===== src/rtl/ip_checksum_insert.sv =====
// ip_checksum_insert: holds beat 0 of each frame until beat 1 arrives, then
// writes the IPv4 header checksum into bytes [63:48] of beat 0 for plain
// (IHL=5) IPv4 frames. All other frames and beats pass through unchanged.
module ip_checksum_insert #(
  parameter int C_M_AXIS_DATA_WIDTH  = 256,
  parameter int C_S_AXIS_DATA_WIDTH  = 256,
  parameter int C_M_AXIS_TUSER_WIDTH = 128,
  parameter int C_S_AXIS_TUSER_WIDTH = 128
) (
  input  logic                              AXI_ACLK,
  input  logic                              AXI_RESETN,
  input  logic [C_S_AXIS_DATA_WIDTH-1:0]    S_AXIS_TDATA,
  input  logic [C_S_AXIS_DATA_WIDTH/8-1:0]  S_AXIS_TSTRB,
  input  logic [C_S_AXIS_TUSER_WIDTH-1:0]   S_AXIS_TUSER,
  input  logic                              S_AXIS_TVALID,
  output logic                              S_AXIS_TREADY,
  input  logic                              S_AXIS_TLAST,
  output logic [C_M_AXIS_DATA_WIDTH-1:0]    M_AXIS_TDATA,
  output logic [C_M_AXIS_DATA_WIDTH/8-1:0]  M_AXIS_TSTRB,
  output logic [C_M_AXIS_TUSER_WIDTH-1:0]   M_AXIS_TUSER,
  output logic                              M_AXIS_TVALID,
  input  logic                              M_AXIS_TREADY,
  output logic                              M_AXIS_TLAST,
  input  logic                              csum_enable,
  output logic [31:0]                       rewrite_count
);

  localparam int DW = C_S_AXIS_DATA_WIDTH;
  localparam int SW = C_S_AXIS_DATA_WIDTH / 8;
  localparam int UW = C_S_AXIS_TUSER_WIDTH;

  typedef enum logic [1:0] {
    WAIT_HDR    = 2'd0,
    WAIT_SECOND = 2'd1,
    SEND_HDR    = 2'd2,
    PASS        = 2'd3
  } state_t;

  state_t          r_state;
  state_t          w_state_next;

  // Hold register for beat 0 plus its eligibility flag
  logic [DW-1:0]   r_h_data;
  logic [SW-1:0]   r_h_strb;
  logic [UW-1:0]   r_h_user;
  logic            r_h_last;
  logic            r_h_elig;
  logic [31:0]     r_count;

  logic            w_elig;
  logic [19:0]     w_sum;
  logic [19:0]     w_fold1;
  logic [19:0]     w_fold2;
  logic [15:0]     w_csum;

  // Frame is eligible for rewrite: enabled, IPv4 ethertype, version 4 / IHL 5
  assign w_elig = csum_enable
                  && (S_AXIS_TDATA[159:144] == 16'h0800)
                  && (S_AXIS_TDATA[143:136] == 8'h45);

  // Ones-complement header sum: words 0-4 and 6-8 from the held beat, word 9
  // from the live beat 1; the checksum word itself counts as zero
  always_comb begin
    w_sum = {4'b0, S_AXIS_TDATA[255:240]};
    for (int i = 0; i < 9; i++) begin
      if (i != 5) begin
        w_sum = w_sum + {4'b0, r_h_data[143-16*i -: 16]};
      end
    end
    w_fold1 = {4'b0, w_sum[15:0]} + {16'b0, w_sum[19:16]};
    w_fold2 = {4'b0, w_fold1[15:0]} + {16'b0, w_fold1[19:16]};
    w_csum  = ~w_fold2[15:0];
  end

  // State register
  always_ff @(posedge AXI_ACLK or negedge AXI_RESETN) begin
    if (!AXI_RESETN) begin
      r_state <= WAIT_HDR;
    end else begin
      r_state <= w_state_next;
    end
  end

  // Next-state logic
  always_comb begin
    w_state_next = r_state;
    case (r_state)
      WAIT_HDR: begin
        if (S_AXIS_TVALID) begin
          w_state_next = S_AXIS_TLAST ? SEND_HDR : WAIT_SECOND;
        end
      end
      WAIT_SECOND: begin
        if (S_AXIS_TVALID) begin
          w_state_next = SEND_HDR;
        end
      end
      SEND_HDR: begin
        if (M_AXIS_TREADY) begin
          w_state_next = r_h_last ? WAIT_HDR : PASS;
        end
      end
      PASS: begin
        if (S_AXIS_TVALID && M_AXIS_TREADY && S_AXIS_TLAST) begin
          w_state_next = WAIT_HDR;
        end
      end
      default: w_state_next = WAIT_HDR;
    endcase
  end

  // Output logic: held beat in SEND_HDR, straight wire-through in PASS
  always_comb begin
    S_AXIS_TREADY = 1'b0;
    M_AXIS_TVALID = 1'b0;
    M_AXIS_TDATA  = r_h_data;
    M_AXIS_TSTRB  = r_h_strb;
    M_AXIS_TUSER  = r_h_user;
    M_AXIS_TLAST  = r_h_last;
    case (r_state)
      WAIT_HDR: begin
        S_AXIS_TREADY = 1'b1;
      end
      SEND_HDR: begin
        M_AXIS_TVALID = 1'b1;
      end
      PASS: begin
        S_AXIS_TREADY = M_AXIS_TREADY;
        M_AXIS_TVALID = S_AXIS_TVALID;
        M_AXIS_TDATA  = S_AXIS_TDATA;
        M_AXIS_TSTRB  = S_AXIS_TSTRB;
        M_AXIS_TUSER  = S_AXIS_TUSER;
        M_AXIS_TLAST  = S_AXIS_TLAST;
      end
      default: ;
    endcase
  end

  // Capture beat 0, then patch its checksum field once beat 1 is visible
  always_ff @(posedge AXI_ACLK or negedge AXI_RESETN) begin
    if (!AXI_RESETN) begin
      r_h_data <= '0;
      r_h_strb <= '0;
      r_h_user <= '0;
      r_h_last <= 1'b0;
      r_h_elig <= 1'b0;
    end else if (r_state == WAIT_HDR && S_AXIS_TVALID) begin
      r_h_data <= S_AXIS_TDATA;
      r_h_strb <= S_AXIS_TSTRB;
      r_h_user <= S_AXIS_TUSER;
      r_h_last <= S_AXIS_TLAST;
      // A single-beat frame never sees word 9, so it is never rewritten
      r_h_elig <= w_elig && !S_AXIS_TLAST;
    end else if (r_state == WAIT_SECOND && S_AXIS_TVALID && r_h_elig) begin
      r_h_data[63:48] <= w_csum;
    end
  end

  // Count rewritten headers as they leave the block
  always_ff @(posedge AXI_ACLK or negedge AXI_RESETN) begin
    if (!AXI_RESETN) begin
      r_count <= '0;
    end else if (r_state == SEND_HDR && M_AXIS_TREADY && r_h_elig) begin
      r_count <= r_count + 32'd1;
    end
  end

  assign rewrite_count = r_count;

endmodule


===== config.mk =====
export PLATFORM = sky130hd
export DESIGN_NAME = ip_checksum_insert
export DESIGN_NICKNAME = d
export VERILOG_FILES = /design/src/rtl/ip_checksum_insert.sv
export SDC_FILE = /design/constraint.sdc
export NUM_CORES = 2
export LEC_CHECK = 0
export ABC_CLOCK_PERIOD_IN_PS = 12070
export CAP_MARGIN = 20
export CORE_AREA = 2 2 337 339
export CTS_BUF_LIST = sky130_fd_sc_hd__clkbuf_16
export DETAILED_ROUTE_END_ITERATION = 6
export DIE_AREA = 0 0 339 341
export GPL_TIMING_DRIVEN = 0
export PLACE_DENSITY = 0.46
export SLEW_MARGIN = 10
export SYNTH_ARGS = -nofsm -noshare
export SYNTH_HDL_FRONTEND = slang
export SYNTH_SLANG_ARGS = --single-unit

===== constraint.sdc =====
create_clock -name AXI_ACLK -period 12.07 [get_ports AXI_ACLK]
set_clock_uncertainty 0.1 [all_clocks]
set_input_delay 1.8105 -clock AXI_ACLK [delete_from_list [all_inputs] [get_ports AXI_ACLK]]
set_output_delay 1.8105 -clock AXI_ACLK [all_outputs]
set_load 0.05 [all_outputs]

Yosys cells after proc, flatten, opt, wreduce, memory -nomap -nowiden

Index checks and enable logic that the tools add are counted.

Flip-flop bits (word level): 452
Bits of input ports: 422
Output and inout bits: 451
Logic and storage cells: 58

Add/sub/neg operators: 11
Equality and inequality tests: 9
Mux-type cells: 15
Bitwise operators: 1
Reduce and logical (&&, ||, !) cells: 14

Operators by type and width:

| operator                                         | number |
|---|---|
| two-way mux 256 bit                              | 1 |
| two-way mux 128 bit                              | 1 |
| adder 20 x 16 -> 20 bit                          | 4 |
| adder 32 x 1 -> 32 bit (second input constant)   | 1 |
| two-way mux 16 bit                               | 2 |
| two-way mux 32 bit                               | 1 |
| adder 19 x 16 -> 20 bit                          | 1 |
| adder 18 x 16 -> 19 bit                          | 1 |
| adder 17 x 16 -> 18 bit                          | 1 |
| adder 16 x 16 -> 17 bit                          | 1 |
| adder 16 x 4 -> 17 bit                           | 1 |
| adder 16 x 1 -> 16 bit                           | 1 |
| == test 16 x 12 -> 1 bit (second input constant) | 1 |
| NOT 16 bit                                       | 1 |
| two-way mux 2 bit                                | 6 |
| logical AND 1 bit                                | 10 |
| == test 8 x 7 -> 1 bit (second input constant)   | 1 |
| inequality test 2 bit (second input constant)    | 4 |
| one-hot mux 2 bit (4 select lines)               | 1 |
| == test 2 bit (second input constant)            | 2 |
| one-hot mux 1 bit (2 select lines)               | 2 |
| AND reduction 4 bit                              | 1 |
| == test 2 x 1 -> 1 bit (second input constant)   | 1 |
| logical NOT 2 bit                                | 1 |
| 3 further kinds                                  | 3 |

Depth between registers and ports, before layout

Depth in word-level cells: 13
Mapped depth: 39
Depth with buffers taken out: 39

Worst setup path before layout

No wires, ideal clock.

Kind: input to register
Start: in S_AXIS_TDATA[243]
End: reg r_h_data[60]
Library setup time: 0.130 ns
Data arrival time: 9.034 ns
Slack: 2.806 ns
Cell stages on the path: 36
Buffers on the path: 0
Path through: inv_1 > fa_1 > inv_1 > fa_1 > fa_1 > inv_1 > fa_1 > inv_1 > ha_1 > a211oi_2 > o31ai_4 > a31oi_1 > a21oi_1 > a21o_1 > a21oi_1 > o21bai_1 > a21oi_1 > xnor2_1 > inv_1 > fa_1 > nor2b_1 > o21ai_0 > a21oi_1 > nand4_1 > nand4b_4 > nor3_1 > ha_1 > ha_1 > nand2_1 > or2_2 > nor3_1 > o21ai_0 > nor4_1 > nand2_1 > xnor2_1 > o21ai_1

Word-level cells in the longest chain between the ends: 13

RTL lines:

| element                              | RTL line | RTL |
|---|---|---|
| from (decl)                          | 12       | `input logic [C_S_AXIS_DATA_WIDTH-1:0] S_AXIS_TDATA,` |
| adder 16 x 16 -> 17 bit              | 67       | `w_sum = w_sum + {4'b0, r_h_data[143-16*i -: 16]};` |
| adder 17 x 16 -> 18 bit              | 67       |  |
| adder 18 x 16 -> 19 bit              | 67       |  |
| adder 19 x 16 -> 20 bit              | 67       |  |
| adder 20 x 16 -> 20 bit (4 in a row) | 67       |  |
| adder 16 x 4 -> 17 bit               | 70       | `w_fold1 = {4'b0, w_sum[15:0]} + {16'b0, w_sum[19:16]};` |
| adder 16 x 1 -> 16 bit               | 71       | `w_fold2 = {4'b0, w_fold1[15:0]} + {16'b0, w_fold1[19:16]};` |
| NOT 16 bit                           | 72       | `w_csum = ~w_fold2[15:0];` |
| two-way mux 16 bit                   | 154      | `end else if (r_state == WAIT_SECOND && S_AXIS_TVALID && r_h_elig) begin` |
| two-way mux 16 bit                   | 147      | `end else if (r_state == WAIT_HDR && S_AXIS_TVALID) begin` |
| to (signal assigned)                 | 155      | `r_h_data[63:48] <= w_csum;` |
| to (decl)                            | 43       | `logic [DW-1:0] r_h_data;` |

Every way passes these cells. The select of a mux whose other input is x is not followed.
A chain may end at the register's enable or synchronous reset.

Final worst setup path

Start: in S_AXIS_TDATA[242]
End: reg r_h_data[62]

Same word-level chain as after synthesis.

==> results_dict.tcl <==
set metrics [dict create \
    synth-edff-count 0 \
    fraction_of_final_layout_cells_with_drive_strength_greater_than_1 0.128 \
    numPlacedInstances 5222 \
    synth-compound-area-share 0.0441 \
    worst_pin_slew_ps 1180 \
    timing.critical_path.from_type "input port" \
    yosys.area.top_type_share 0.430 \
    route.vias.total 23200 \
    detail_route.first_pass.iterations 5 \
    ant_nets 0 \
    grt_max_degree 100 \
    yosys.area_share.simple 0.193 \
    wirelength_um 124000 \
    post-cts-setup-buffers 0 \
    design.core.area_sq_mm 0.112 \
    row_count 123 \
    cts_inserted_buffers 57 \
    slew-limit-headroom 0.211 \
    final-hold-violation-count 0 \
    area_growth_from_synthesis_to_layout_pct 47.8 \
    cp_slowest_stage_delay_ps 690 \
    critPathArrivalTime_ps 11000 \
    port_buffers 872 \
    crit_start "S_AXIS_TDATA[242]" \
    cap_violations 0 \
    run_status "complete, no violations" \
    synthXorXnorAreaFrac 0.0244 \
    crit_fanout 5 \
    timing.critical_path.required_ps 12470 \
    regToRegStartpoint "r_h_data[2]$_DFFE_PN0P_" \
    synthMuxAreaShare 0.163 \
    die_h_um 341 \
    tritoncts_num_sinks 452 \
    regToRegEndpoint "r_h_data[62]$_DFFE_PN0P_" \
    synth_area_leader_cell "dfrtp_1" \
    tritoncts "yes" \
    detail_route.drc_violations 0 \
    dominant_combinational_cell_family_by_area_after_synthesis "simple AND/OR/NAND/NOR gates" \
    synthesis.yosys.warnings 0 \
    rrSetupSlack_ps 2840 \
    postSynth.topFlopCell "dfrtp_1" \
    detailedPlacementHpwl_um 100000 \
    cts_htree_levels 2 \
    global_route.usage.total 0.209 \
    final.min_clock_period_ps 10600 \
    worst_skew_pair.late_latency_ps 640 \
    ios 873 \
    maxSlewViolCount 0 \
    path_class_of_the_lowest_slack_min_delay_path "flop to flop" \
    clock_path_buffers 3 \
    synth_fa_ha_area_frac 0.0996 \
    crit_path_end "r_h_data[62]$_DFFE_PN0P_" \
    ys_async_sr_fraction 1.00 \
    rsz_0062_raised_after_global_routing "false" \
    cpMaxStageDelayCell "fa_1" \
    grt_pass1_wl_um 177000 \
    die_area_sq_mm 0.116 \
    synth_area_per_cell_sq_um 9.25 \
    antenna_violations_before_repair 20 \
    detail_route.wl_per_cell_um 23.2 \
    detail_route.iter0.violations 1025 \
    ys_seq_elements 452 \
    vias_in_the_first_global_route 23700 \
    floorplan.initialDensity 0.235 \
    cts.root.buffer_cell "clkbuf_16" \
    postLayoutSetupSlackWorst_ps 1470 \
    nets 4346 \
    maxClockFrequency_mhz 94.4 \
    cts_hold_buffers 0 \
    largest_cells_by_area_after_synthesis "dfrtp_1, nand2_1, mux2_2" \
    ys_types 63 \
    die_width_um 339 \
    min_period_over_period 0.878 \
    worstRegToRegCells 39 \
    clkTransAtPathRegs_ps 60 \
    synthesis.nets 3410 \
    post_cts_resized 0 \
    via_per_inst 4.34 \
    synth-seq-area-share 0.430 \
    synth_cells 2845 \
    syn_area_sq_mm 0.0263 \
    pre_cts_ws_ps 781 \
    non_filler_cells_final 5333 \
    worstSetupPathType "input port to flop" \
    grt_remaining_overflow 0 \
    critical_path.endpoint_type "flop" \
    setup_violations 0 \
    gpl.final_weighted_congestion 0.842 \
]
## worst min-delay path by stage
stage / start / endpoint / slack (ps) / cells after the start
floorplan: r_h_data[144]$_DFFE_PN0P_ / r_h_data[144]$_DFFE_PN0P_ / 340 / 2
global route: r_h_data[159]$_DFFE_PN0P_ / r_h_data[159]$_DFFE_PN0P_ / 390 / 2
finish: r_h_data[231]$_DFFE_PN0P_ / r_h_data[231]$_DFFE_PN0P_ / 370 / 2
CTS: r_h_data[234]$_DFFE_PN0P_ / r_h_data[234]$_DFFE_PN0P_ / 370 / 2
detailed placement: r_h_data[231]$_DFFE_PN0P_ / r_h_data[231]$_DFFE_PN0P_ / 360 / 2
global placement: r_h_strb[31]$_DFFE_PN0P_ / r_h_strb[31]$_DFFE_PN0P_ / 350 / 2
## state kept, by name (all words and copies together) (netlist names)
register,cells
r_h_last,1
r_h_strb,32
rewrite_count,32
r_state,2
r_h_user,128
r_h_elig,1
r_h_data,256
## layout by cell type (no fill, tap or decap), types with 7 or more instances in the layout
cell type,n
clkbuf_1,135
nor3_1,15
clkinv_2,9
buf_1,7
clkdlybuf4s50_1,871
ha_1,32
xor2_1,21
mux2_2,382
a21oi_1,16
xnor2_1,45
inv_1,182
nand4_1,7
a22oi_1,14
fa_1,111
o21ai_0,107
nand3_1,14
dfrtp_1,452
clkinv_1,18
and3_1,14
clkbuf_16,58
nor2_1,26
nand2_1,1176
a21o_1,9
## critical path: cells and delay by family
kind            cells  cell delay, ps
fa+ha+maj          10            3710
simple gates       11            2380
compound gates     11            1990
buf+inv             7             910
xor+xnor            1             200
## cell usage after synthesis, drive strengths merged (3+ instances only)
cell type	n
nand2	1177
dfrtp	452
mux2	382
inv	171
clkbuf	139
o21ai	113
fa	111
xnor2	46
ha	32
nor2	26
xor2	24
a21oi	17
a22oi	15
nand3	15
nor3	15
and3	14
a21o	9
buf	9
nand4	7
and2	6
nor2b	6
a21boi	5
nand2b	5
nor4	5
a31oi	4
o31ai	4
a211oi	3
or3	3
## cell families (layout without fill, tap and decap cells)
| group | after synthesis | in the layout |
|---|---|---|
| compound gates | 188 | 188 |
| xor+xnor | 70 | 70 |
| fa+ha+maj | 143 | 143 |
| buf+inv | 319 | 1302 |
| flops | 452 | 452 |
| mux | 382 | 382 |
| other cells | 0 | 5 |
| simple gates | 1291 | 1291 |
## metrics by stage
| step | hold WS (ps) | cell area (sq um) | util | setup TNS [ps] |
|---|---|---|---|---|
| 2_1_floorplan | 342 | 26300 | - | 0 |
| 4_1_cts | 373 | 38900 | 0.348 | 0 |
| 3_5_place_dp | 358 | 37100 | 0.331 | 0 |
| 3_3_place_gp | 353 | 36900 | 0.330 | -6250900 |
| 6_report | 367 | 38900 | 0.348 | 0 |
| 5_1_grt | 385 | 38900 | 0.348 | 0 |
## per-layer routing
layer  wire [um]  vias to the layer above  track usage
met3        8550                      129       0.0574
met4        2070                       28       0.0429
met1       54000                    11400        0.269
met5         198                        -            0
met2       59100                      668        0.350
li1            -                    11000            -
## final cells by class
type	count	area (sq um)
Tap cell	1500	1880
Clock buffer	58	1450
Sequential cell	452	11300
Buffer	148	563
Antenna cell	5	12.5
Timing Repair Buffer	877	8860
Multi-Input combinational cell	2074	13800
Clock inverter	48	385
Inverter	171	642
Fill cell	11600	73000
Power is left out: the tool's default activity adds up to more than one toggle a clock period on the data nets, which glitch-free logic cannot reach.
